$ cat src/rtl/uart_bridge_pkg.sv
// Shared types and frame constants for the USB-core <-> 8N1 UART bridge.
package uart_bridge_pkg;

  localparam int DATA_BITS            = 8;
  localparam int STOP_BITS            = 1;
  localparam int DEFAULT_CLKS_PER_BIT = 417;  // 115200 baud at 48 MHz

  typedef enum logic [1:0] {
    TX_IDLE,
    TX_START,
    TX_DATA,
    TX_STOP
  } tx_state_e;

  typedef enum logic [2:0] {
    RX_IDLE,
    RX_START,
    RX_DATA,
    RX_STOP,
    RX_WAIT_HIGH
  } rx_state_e;

endpackage

$ cat src/rtl/uart_stream_bridge_if.sv
// Byte stream with valid/ready handshake between the USB serial core and the bridge.
interface uart_stream_bridge_if;
  import uart_bridge_pkg::*;

  logic [DATA_BITS-1:0] data;
  logic                 valid;
  logic                 ready;

  modport master (output data, output valid, input ready);
  modport slave  (input data, input valid, output ready);

endinterface

$ cat src/rtl/uart_rx_deser.sv
// UART receiver: input synchronizer, 8N1 deserializer FSM and a one-entry
// output holding register with frame-error and overrun pulses.
module uart_rx_deser
  import uart_bridge_pkg::*;
#(
  parameter int CLKS_PER_BIT = DEFAULT_CLKS_PER_BIT
) (
  input  logic                         clk,
  input  logic                         rst_n,
  input  logic                         uart_rx,
  uart_stream_bridge_if.master         m,
  output logic                         rx_frame_err,
  output logic                         rx_overrun
);

  localparam int                CNT_W        = $clog2(CLKS_PER_BIT);
  localparam int                BIT_W        = $clog2(DATA_BITS);
  localparam logic [CNT_W-1:0]  BIT_RELOAD   = CNT_W'(CLKS_PER_BIT - 1);
  localparam logic [CNT_W-1:0]  HALF_BIT     = CNT_W'(CLKS_PER_BIT / 2);
  // The detection cycle itself is the first half-bit cycle, so the start
  // check fires at count 1 and lands exactly CLKS_PER_BIT/2 after detection.
  localparam logic [CNT_W-1:0]  START_EXPIRE = CNT_W'(1);
  localparam logic [BIT_W-1:0]  LAST_BIT     = BIT_W'(DATA_BITS - 1);

  logic                 meta_q, sync_q;
  rx_state_e            state_q, state_d;
  logic [CNT_W-1:0]     cnt_q, cnt_d;
  logic [BIT_W-1:0]     bit_q, bit_d;
  logic [DATA_BITS-1:0] shift_q, shift_d;
  logic                 deliver, frame_err;
  logic [DATA_BITS-1:0] m_data_q;
  logic                 m_valid_q, ferr_q, ovr_q;

  assign m.data       = m_data_q;
  assign m.valid      = m_valid_q;
  assign rx_frame_err = ferr_q;
  assign rx_overrun   = ovr_q;

  always_ff @(posedge clk) begin
    if (!rst_n) begin
      // Synchronizer resets to the idle (high) line level so reset release
      // never looks like a start bit.
      meta_q    <= 1'b1;
      sync_q    <= 1'b1;
      state_q   <= RX_IDLE;
      cnt_q     <= '0;
      bit_q     <= '0;
      shift_q   <= '0;
      m_data_q  <= '0;
      m_valid_q <= 1'b0;
      ferr_q    <= 1'b0;
      ovr_q     <= 1'b0;
    end else begin
      meta_q  <= uart_rx;
      sync_q  <= meta_q;
      state_q <= state_d;
      cnt_q   <= cnt_d;
      bit_q   <= bit_d;
      shift_q <= shift_d;
      ferr_q  <= frame_err;
      ovr_q   <= 1'b0;
      if (deliver) begin
        if (m_valid_q && !m.ready) begin
          ovr_q <= 1'b1;
        end else begin
          m_data_q  <= shift_q;
          m_valid_q <= 1'b1;
        end
      end else if (m_valid_q && m.ready) begin
        m_valid_q <= 1'b0;
      end
    end
  end

  always_comb begin
    state_d   = state_q;
    cnt_d     = cnt_q;
    bit_d     = bit_q;
    shift_d   = shift_q;
    deliver   = 1'b0;
    frame_err = 1'b0;
    unique case (state_q)
      RX_IDLE: begin
        if (!sync_q) begin
          cnt_d   = HALF_BIT;
          state_d = RX_START;
        end
      end
      RX_START: begin
        if (cnt_q == START_EXPIRE) begin
          if (sync_q) begin
            state_d = RX_IDLE;  // glitch shorter than half a bit
          end else begin
            cnt_d   = BIT_RELOAD;
            bit_d   = '0;
            state_d = RX_DATA;
          end
        end else begin
          cnt_d = cnt_q - 1'b1;
        end
      end
      RX_DATA: begin
        if (cnt_q == '0) begin
          shift_d = {sync_q, shift_q[DATA_BITS-1:1]};
          cnt_d   = BIT_RELOAD;
          if (bit_q == LAST_BIT) state_d = RX_STOP;
          else                   bit_d   = bit_q + 1'b1;
        end else begin
          cnt_d = cnt_q - 1'b1;
        end
      end
      RX_STOP: begin
        if (cnt_q == '0) begin
          if (sync_q) begin
            deliver = 1'b1;
            state_d = RX_IDLE;
          end else begin
            frame_err = 1'b1;
            state_d   = RX_WAIT_HIGH;
          end
        end else begin
          cnt_d = cnt_q - 1'b1;
        end
      end
      RX_WAIT_HIGH: begin
        if (sync_q) state_d = RX_IDLE;
      end
      default: state_d = RX_IDLE;
    endcase
  end

endmodule

$ cat src/rtl/uart_stream_bridge.sv
// USB-to-serial bridge: serializes the core's output stream onto uart_tx
// (8N1) and hands bytes deserialized from uart_rx back to the core.
module uart_stream_bridge
  import uart_bridge_pkg::*;
#(
  parameter int CLKS_PER_BIT = DEFAULT_CLKS_PER_BIT
) (
  input  logic                 clk,
  input  logic                 rst_n,
  uart_stream_bridge_if.slave  s,
  output logic                 uart_tx,
  input  logic                 uart_rx,
  uart_stream_bridge_if.master m,
  output logic                 rx_frame_err,
  output logic                 rx_overrun
);

  localparam int               CNT_W      = $clog2(CLKS_PER_BIT);
  localparam int               BIT_W      = $clog2(DATA_BITS);
  localparam logic [CNT_W-1:0] BIT_RELOAD = CNT_W'(CLKS_PER_BIT - 1);
  localparam logic [BIT_W-1:0] LAST_BIT   = BIT_W'(DATA_BITS - 1);

  tx_state_e            state_q, state_d;
  logic [CNT_W-1:0]     cnt_q, cnt_d;
  logic [BIT_W-1:0]     bit_q, bit_d;
  logic [DATA_BITS-1:0] shift_q, shift_d;
  logic                 tx_q, tx_d;
  logic                 run_q;  // low during reset and its release cycle
  logic                 accept;

  assign s.ready = run_q && (state_q == TX_IDLE);
  assign accept  = s.valid && s.ready;
  assign uart_tx = tx_q;

  // NOTE: state uses non-blocking assignments so every register samples
  // the pre-edge value of every other register, independent of block order.
  always_ff @(posedge clk) begin
    if (!rst_n) begin
      state_q <= TX_IDLE;
      cnt_q   <= '0;
      bit_q   <= '0;
      shift_q <= '0;
      tx_q    <= 1'b1;
      run_q   <= 1'b0;
    end else begin
      state_q <= state_d;
      cnt_q   <= cnt_d;
      bit_q   <= bit_d;
      shift_q <= shift_d;
      tx_q    <= tx_d;
      run_q   <= 1'b1;
    end
  end

  // NOTE: every output of this block gets a default first; a path that
  // skipped one would infer a latch.
  always_comb begin
    state_d = state_q;
    cnt_d   = cnt_q;
    bit_d   = bit_q;
    shift_d = shift_q;
    tx_d    = 1'b1;
    unique case (state_q)
      TX_IDLE: begin
        if (accept) begin
          shift_d = s.data;
          cnt_d   = BIT_RELOAD;
          state_d = TX_START;
        end
      end
      TX_START: begin
        tx_d = 1'b0;
        if (cnt_q == '0) begin
          cnt_d   = BIT_RELOAD;
          bit_d   = '0;
          state_d = TX_DATA;
        end else begin
          cnt_d = cnt_q - 1'b1;
        end
      end
      TX_DATA: begin
        tx_d = shift_q[0];
        if (cnt_q == '0) begin
          cnt_d   = BIT_RELOAD;
          shift_d = shift_q >> 1;
          if (bit_q == LAST_BIT) state_d = TX_STOP;
          else                   bit_d   = bit_q + 1'b1;
        end else begin
          cnt_d = cnt_q - 1'b1;
        end
      end
      TX_STOP: begin
        if (cnt_q == '0) state_d = TX_IDLE;
        else             cnt_d   = cnt_q - 1'b1;
      end
      default: state_d = TX_IDLE;
    endcase
  end

  uart_rx_deser #(
    .CLKS_PER_BIT (CLKS_PER_BIT)
  ) u_rx (
    .clk          (clk),
    .rst_n        (rst_n),
    .uart_rx      (uart_rx),
    .m            (m),
    .rx_frame_err (rx_frame_err),
    .rx_overrun   (rx_overrun)
  );

endmodule

$ cat src/flat_wrapper.sv
// flat-port wrapper written by rule: the top's interface ports become plain ports
module uart_stream_bridge_flat import uart_bridge_pkg::*;
#(
  parameter int CLKS_PER_BIT = DEFAULT_CLKS_PER_BIT
)
  (clk, rst_n, uart_tx, uart_rx, rx_frame_err, rx_overrun, s_data, s_valid, s_ready, m_data, m_valid, m_ready);
  uart_stream_bridge_if s_i ();
  uart_stream_bridge_if m_i ();
  input  logic clk;
  input  logic rst_n;
  output logic uart_tx;
  input  logic uart_rx;
  output logic rx_frame_err;
  output logic rx_overrun;
  input wire logic [$bits(s_i.data)-1:0] s_data;
  input wire logic [$bits(s_i.valid)-1:0] s_valid;
  output wire logic [$bits(s_i.ready)-1:0] s_ready;
  output wire logic [$bits(m_i.data)-1:0] m_data;
  output wire logic [$bits(m_i.valid)-1:0] m_valid;
  input wire logic [$bits(m_i.ready)-1:0] m_ready;
  assign s_i.data = s_data;
  assign s_i.valid = s_valid;
  assign s_ready = s_i.ready;
  assign m_data = m_i.data;
  assign m_valid = m_i.valid;
  assign m_i.ready = m_ready;
  uart_stream_bridge #(.CLKS_PER_BIT(CLKS_PER_BIT)) u_core (.clk(clk), .rst_n(rst_n), .s(s_i), .uart_tx(uart_tx), .uart_rx(uart_rx), .m(m_i), .rx_frame_err(rx_frame_err), .rx_overrun(rx_overrun));
endmodule
$ cat config.mk
export PLATFORM = sky130hd
export DESIGN_NAME = uart_stream_bridge_flat
export DESIGN_NICKNAME = d
export VERILOG_FILES = /design/src/rtl/uart_bridge_pkg.sv /design/src/rtl/uart_stream_bridge_if.sv /design/src/rtl/uart_rx_deser.sv /design/src/rtl/uart_stream_bridge.sv /design/src/flat_wrapper.sv
export SDC_FILE = /design/constraint.sdc
export NUM_CORES = 1
export LEC_CHECK = 0
export ABC_AREA = 1
export CORE_AREA = 5 5 100 102
export CTS_CLUSTER_SIZE = 10
export DETAILED_ROUTE_END_ITERATION = 12
export DIE_AREA = 0 0 105 107
export PLACE_DENSITY = 0.59
export SLEW_MARGIN = 20
export SYNTH_ARGS = -nofsm -noshare
export SYNTH_HDL_FRONTEND = slang
export SYNTH_SLANG_ARGS = --single-unit
$ cat constraint.sdc
create_clock -name clk -period 2.6 [get_ports clk]
set_input_delay 0.52 -clock clk [delete_from_list [all_inputs] [get_ports clk]]
set_output_delay 0.52 -clock clk [all_outputs]
set_load 0.05 [all_outputs]
# Word level (Yosys, flattened, before mapping)
# Index checks and enable logic that the tools add are counted.
[totals]
memories = 0
output_inout_bits = 13
elab_cells = 123
latchBits = 0
reg_bits = 60
mem_bits_rw = 0
mem_bits_ro = 0
input_bits = 13
[classes]
eq_ne = 28
n_addsub = 4
shifts = 0
n_mul = 0
n_reduce_logical = 27
div_mod_pow = 0
magnitude_cmp = 0
mux = 47
n_bitwise = 1
[ops]
columns = ["op", "count"]
rows = [
  ["$mux W9", 8],
  ["$mux W3", 14],
  ["$pmux W9 S4", 1],
  ["$pmux W9 S3", 1],
  ["$ne A2 B2 Y1 const B", 12],
  ["$logic_not A9 Y1", 2],
  ["$sub A9 B1 Y9 const B", 2],
  ["$mux W8", 2],
  ["$pmux W8 S2", 1],
  ["$pmux W3 S5", 1],
  ["$mux W2", 6],
  ["$pmux W3 S2", 2],
  ["$ne A2 B1 Y1 const B", 5],
  ["$reduce_and A2 Y1", 5],
  ["$reduce_and A5 Y1", 2],
  ["$eq A3 B3 Y1 const B", 3],
  ["$eq A9 B1 Y1 const B", 1],
  ["$mux W1", 9],
  ["$pmux W2 S4", 1],
  ["$reduce_and A4 Y1", 2],
  ["$reduce_bool A2 Y1", 4],
  ["$add A3 B1 Y3 const B", 2],
  ["$eq A3 B2 Y1 const B", 2],
  ["$reduce_and A3 Y1", 2],
  ["13 further kinds", 17],
]

# Depth between registers and ports, before layout
[logic_depth]
ltp_word = 5
depth_mapped = 11
mapped_depth_nobuf = 11

# Cells and area by module
# From an unflattened synthesis, not the netlist that was laid out.
[unflattened]
cells_unflattened = 458
area_unflattened_um2 = 3188.1
[by_module_without_submodules]
columns = ["mod", "n_inst", "seq_area_each_um2", "cells_per_inst", "area_per_inst_um2"]
rows = [
  ["uart_rx_deser", 1, 720.7, 246, 1776.7],
  ["uart_stream_bridge", 1, 480.5, 212, 1411.4],
]

# Least setup slack after synthesis
# No wires, ideal clock.
[synth_timing]
path_type = "register to register"
from = "reg u_core.state_q[0]"
to = "reg u_core.cnt_q[1]"
stages_incl_launch_ff = 10
period_less_slack_ns = 1.798
path_slack_ns = 0.802
n_path_buf = 0
required_ns = 2.530
setup_ns = 0.070
arrival_ns = 1.728
path_cell_list = "dfxtp_1 -> inv_1 -> ha_1 -> nand2_1 -> inv_1 -> nand2_1 -> nand2_1 -> nand2_4 -> or2_2 -> a21oi_1"
[synth_via]
elab_chain_cells = 5
elab_cells_between_ends = 11
cone_classes = "eq/ne: 5; mux: 1; reduce/logical: 5"
[synth_lines]
columns = ["item", "line_no", "rtl"]
rows = [
  ["from (decl)", "uart_stream_bridge.sv:23", "tx_state_e state_q, state_d;"],
  ["from (signal assigned)", "uart_stream_bridge.sv:46", "state_q <= state_d;"],
  ["$logic_not A2 Y1", "uart_stream_bridge.sv:31", "assign s.ready = run_q && (state_q == TX_IDLE);"],
  ["$logic_and A1 B1 Y1", "uart_stream_bridge.sv:31", ""],
  ["named net s_ready", "flat_wrapper.sv:17", "output wire logic [$bits(s_i.ready)-1:0] s_ready;"],
  ["$logic_and A1 B1 Y1", "uart_stream_bridge.sv:32", "assign accept = s.valid && s.ready;"],
  ["$ne A2 B1 Y1 (no line)", "--", ""],
  ["$reduce_and A2 Y1 (no line)", "--", ""],
  ["to (signal assigned)", "uart_stream_bridge.sv:47", "cnt_q <= cnt_d;"],
  ["to (decl)", "uart_stream_bridge.sv:24", "logic [CNT_W-1:0] cnt_q, cnt_d;"],
]
# The timed path passes the listed nets, and every way through them passes these cells.
# A chain may end at the register's enable or synchronous reset.

# Worst setup path after layout
[layout_timing]
from = "reg u_core.state_q[1]"
to = "out s_ready"
[layout_via]
elab_chain_cells = 2
[layout_lines]
columns = ["item", "line_no"]
rows = [
  ["$logic_not A2 Y1", "uart_stream_bridge.sv:31"],
  ["$logic_and A1 B1 Y1", "uart_stream_bridge.sv:31"],
  ["to (decl)", "flat_wrapper.sv:17"],
]
# No other way between the ends.

==> impl_results.md <==
- Internal power: 2.33 mW
- Pwr Total: 4.31 mW
- RSZ-0062 raised after global routing: false
- Worst Hold Class: flip-flop to flip-flop
- Net Sw Power: 1.98 mW
- Final instance area: 3660 um2
- PortBufs: 25
- Pin count of the biggest net entering global routing: 21
- Predominant post-synthesis flop cell: dfxtp_1
- Post-synth EDFFs: 0
- Placed cell count: 583
- Total wire length: 6660 um
- Num rows: 35
- Fillers: 950
- Setup violators final: 0
- Crit path launch type: flip-flop
- Sw Share: 0.459
- Largest cells by area after synthesis: dfxtp_1 39%, nand2_1 14%, nor2_1 9.9%
- Final core utilization: 0.405
- Critical Path RT: 2.08 ns
- Cells after synthesis: 452
- Share of cells above drive strength 1: 0.109
- Post-detail-place hpwl: 4980 um
- Pleak: 1.64 nW
- Core Box Area: 9020 um2
- Clock Power Share: 0.199
- Combinational share of power: 0.506
- Seq/Total Area, Yosys: 0.389
- Final Skew: 0.00770 ns
- Chip height: 107 um
- Die area: 11,200 um2
- Wire per inst: 11.1 um
- H-tree depth: 3
- Synth Area per Inst: 6.83 um2
- Crit path time final: 2.43 ns
- Fmax: 411 MHz
- Async S/R FF share, synth: 0
- Synth top area share: 0.389
- Clock sinks: 60
- Non-filler cells, final: 599
- All-Layer GR Usage: 0.125
- DRC violations left: 0
- First-pass GRT wire length: 11,800 um
- Final Hold Fails: 0
- Status: complete, no violations
- Top-count cell post-synth: nand2_1
- Transition time of the tightest slew-check pin: 0.502 ns
- Setup_tns: 0 ns
- Overflow after GRT: 0
- Area Overhead vs Synth: 18.5%
- Arr. time, crit path: 1.91 ns
- Initial antenna violation count: 0
- Number of maximum-capacitance violations: 0
- # IOs: 26
- CTS Buffer Depth: 2
- RePlAce Congestion: 0.845
- Vias post-DR: 2,853
- Vias per cell: 4.76
- Synth unique cells: 27
- Pins over their slew limit: 0
- Synth Warn #: 0
- Clk Tree Root Cell: clkbuf_8
- Yosys reg bits: 60
- Clock transition at path regs: 0.07 ns
- Postcts setup bufs: 0
- CTS Buf Count: 9
- Area after DPL: 3450 um2
- Final nets: 508
- Worst-Skew Late Latency: 0.34 ns
- Final ANT Viol Nets: 0
- Synth area leader: dfxtp_1
- Inserted Diodes: 0
- Iteration count of the initial detailed-routing pass: 4
- Crit share post-route: 0.936
- CP Capture Type: output port
- Critical Path Fanout Max: 4
- Initial Util: 0.342
- DRT iter0 DRCs: 77
- Share of power burned in registers: 0.295
- TritonCTS clock tree: yes
- Slew HR: 0.664
- Top post-synthesis cells by count: 111 x nand2_1, 81 x nor2_1, 60 x dfxtp_1
- Number of global-route vias before repair: 2,691
- Maximum VDD drop: 549 uV
- Worst setup path class: flip-flop to output port
- Syn Nets: 477
- CTS Hold Buffers Added: 0
- Post-synthesis cell area: 3090 um2
- Post_cts resized: 0
- Power density over cell area: 1180 nW/um2
- Die W: 105 um
power groups by stage:
stage	Combinational [mW]	Sequential (mW)	Clock, mW
global route	2.53	1.30	0.919
finish	2.18	1.27	0.861
detailed placement	2.18	1.29	0
global placement	2.15	1.29	0
floorplan	1.76	1.30	0
CTS	2.20	1.27	0.887
kinds of logic after synthesis:
group	count (synthesis)	synth area share
buffers and inverters	53	0.0706
AOI/OAI and AO/OA	63	0.105
xor gates and xnor gates	3	0.00852
and+or+nand+nor	261	0.378
DFF	60	0.389
adders and majority gates	12	0.0487
routing by layer:
layer,up-vias,global-route usage,wire length [um]
li1,1504,-,-
met1,1301,0.154,3220
met2,40,0.211,3070
met3,8,0.0337,272
met4,0,0.0438,100
met5,-,0,0
sequential cells by signal (all words and copies together), names as in the netlist:
| register | count |
|---|---|
| u_core.u_rx.sync_q | 1 |
| u_core.u_rx.shift_q | 8 |
| u_core.cnt_q | 9 |
| u_core.u_rx.bit_q | 3 |
| u_core.bit_q | 3 |
| u_core.u_rx.m.valid | 1 |
| u_core.shift_q | 8 |
| u_core.run_q | 1 |
| u_core.u_rx.meta_q | 1 |
| u_core.u_rx.cnt_q | 9 |
| u_core.state_q | 2 |
| u_core.u_rx.state_q | 3 |
| u_core.u_rx.rx_frame_err | 1 |
| u_core.uart_tx | 1 |
| u_core.u_rx.m.data | 8 |
| u_core.u_rx.rx_overrun | 1 |
metrics by stage:
stage	hold slack, ns	setup slack, ns
6_report	0.415	0.165
2_1_floorplan	0.393	0.802
5_1_grt	0.442	0.0936
3_5_place_dp	0.405	0.526
4_1_cts	0.421	0.146
3_3_place_gp	0.403	0.564
cells in the final DEF (no fill, tap or decap), drive strengths merged:
| master | synthesis | final |
|---|---|---|
| clkinvlp | 0 | 2 |
| a21oi | 29 | 29 |
| or2 | 5 | 5 |
| dfxtp | 60 | 60 |
| nor2b | 1 | 1 |
| o21bai | 4 | 4 |
| xor2 | 3 | 3 |
| nor3 | 4 | 4 |
| ha | 12 | 12 |
| nand3 | 33 | 33 |
| nor2 | 88 | 88 |
| clkinv | 0 | 3 |
| inv | 44 | 44 |
| clkdlybuf4s50 | 0 | 25 |
| clkbuf | 7 | 10 |
| nand2 | 123 | 123 |
| nand4 | 7 | 7 |
| bufinv | 0 | 1 |
| buf | 2 | 4 |
| o21ai | 30 | 30 |
layout make-up:
type                            count  area (um2)  share of cell area
Clock buffer                       10         138              0.0376
Multi-Input combinational cell    339        1670               0.456
Tap cell                          111         139              0.0380
Sequential cell                    60        1200               0.329
Timing Repair Buffer               29         280              0.0767
Clock inverter                      6        63.8              0.0175
Inverter                           44         168              0.0459
worst max-delay path: stages, from the launching register on:
cell	delay, ns
dfxtp_1	0.34
inv_1	0.11
ha_1	0.20
nand2_1	0.06
inv_1	0.06
clkdlybuf4s50_1	0.80
worst paths after layout:
check / cells past startpoint / slack (ns) / to / start
setup / recovery: 5 / 0.17 / s_ready / u_core.state_q[1]
hold / removal: 1 / 0.42 / u_core.u_rx.sync_q / u_core.u_rx.meta_q
setup reg to reg: 10 / 0.71 / u_core.u_rx.cnt_q[1] / u_core.u_rx.cnt_q[0]
hold reg to reg: 1 / 0.42 / u_core.u_rx.sync_q / u_core.u_rx.meta_q
Note: power is estimated with default switching activity, not from simulation.
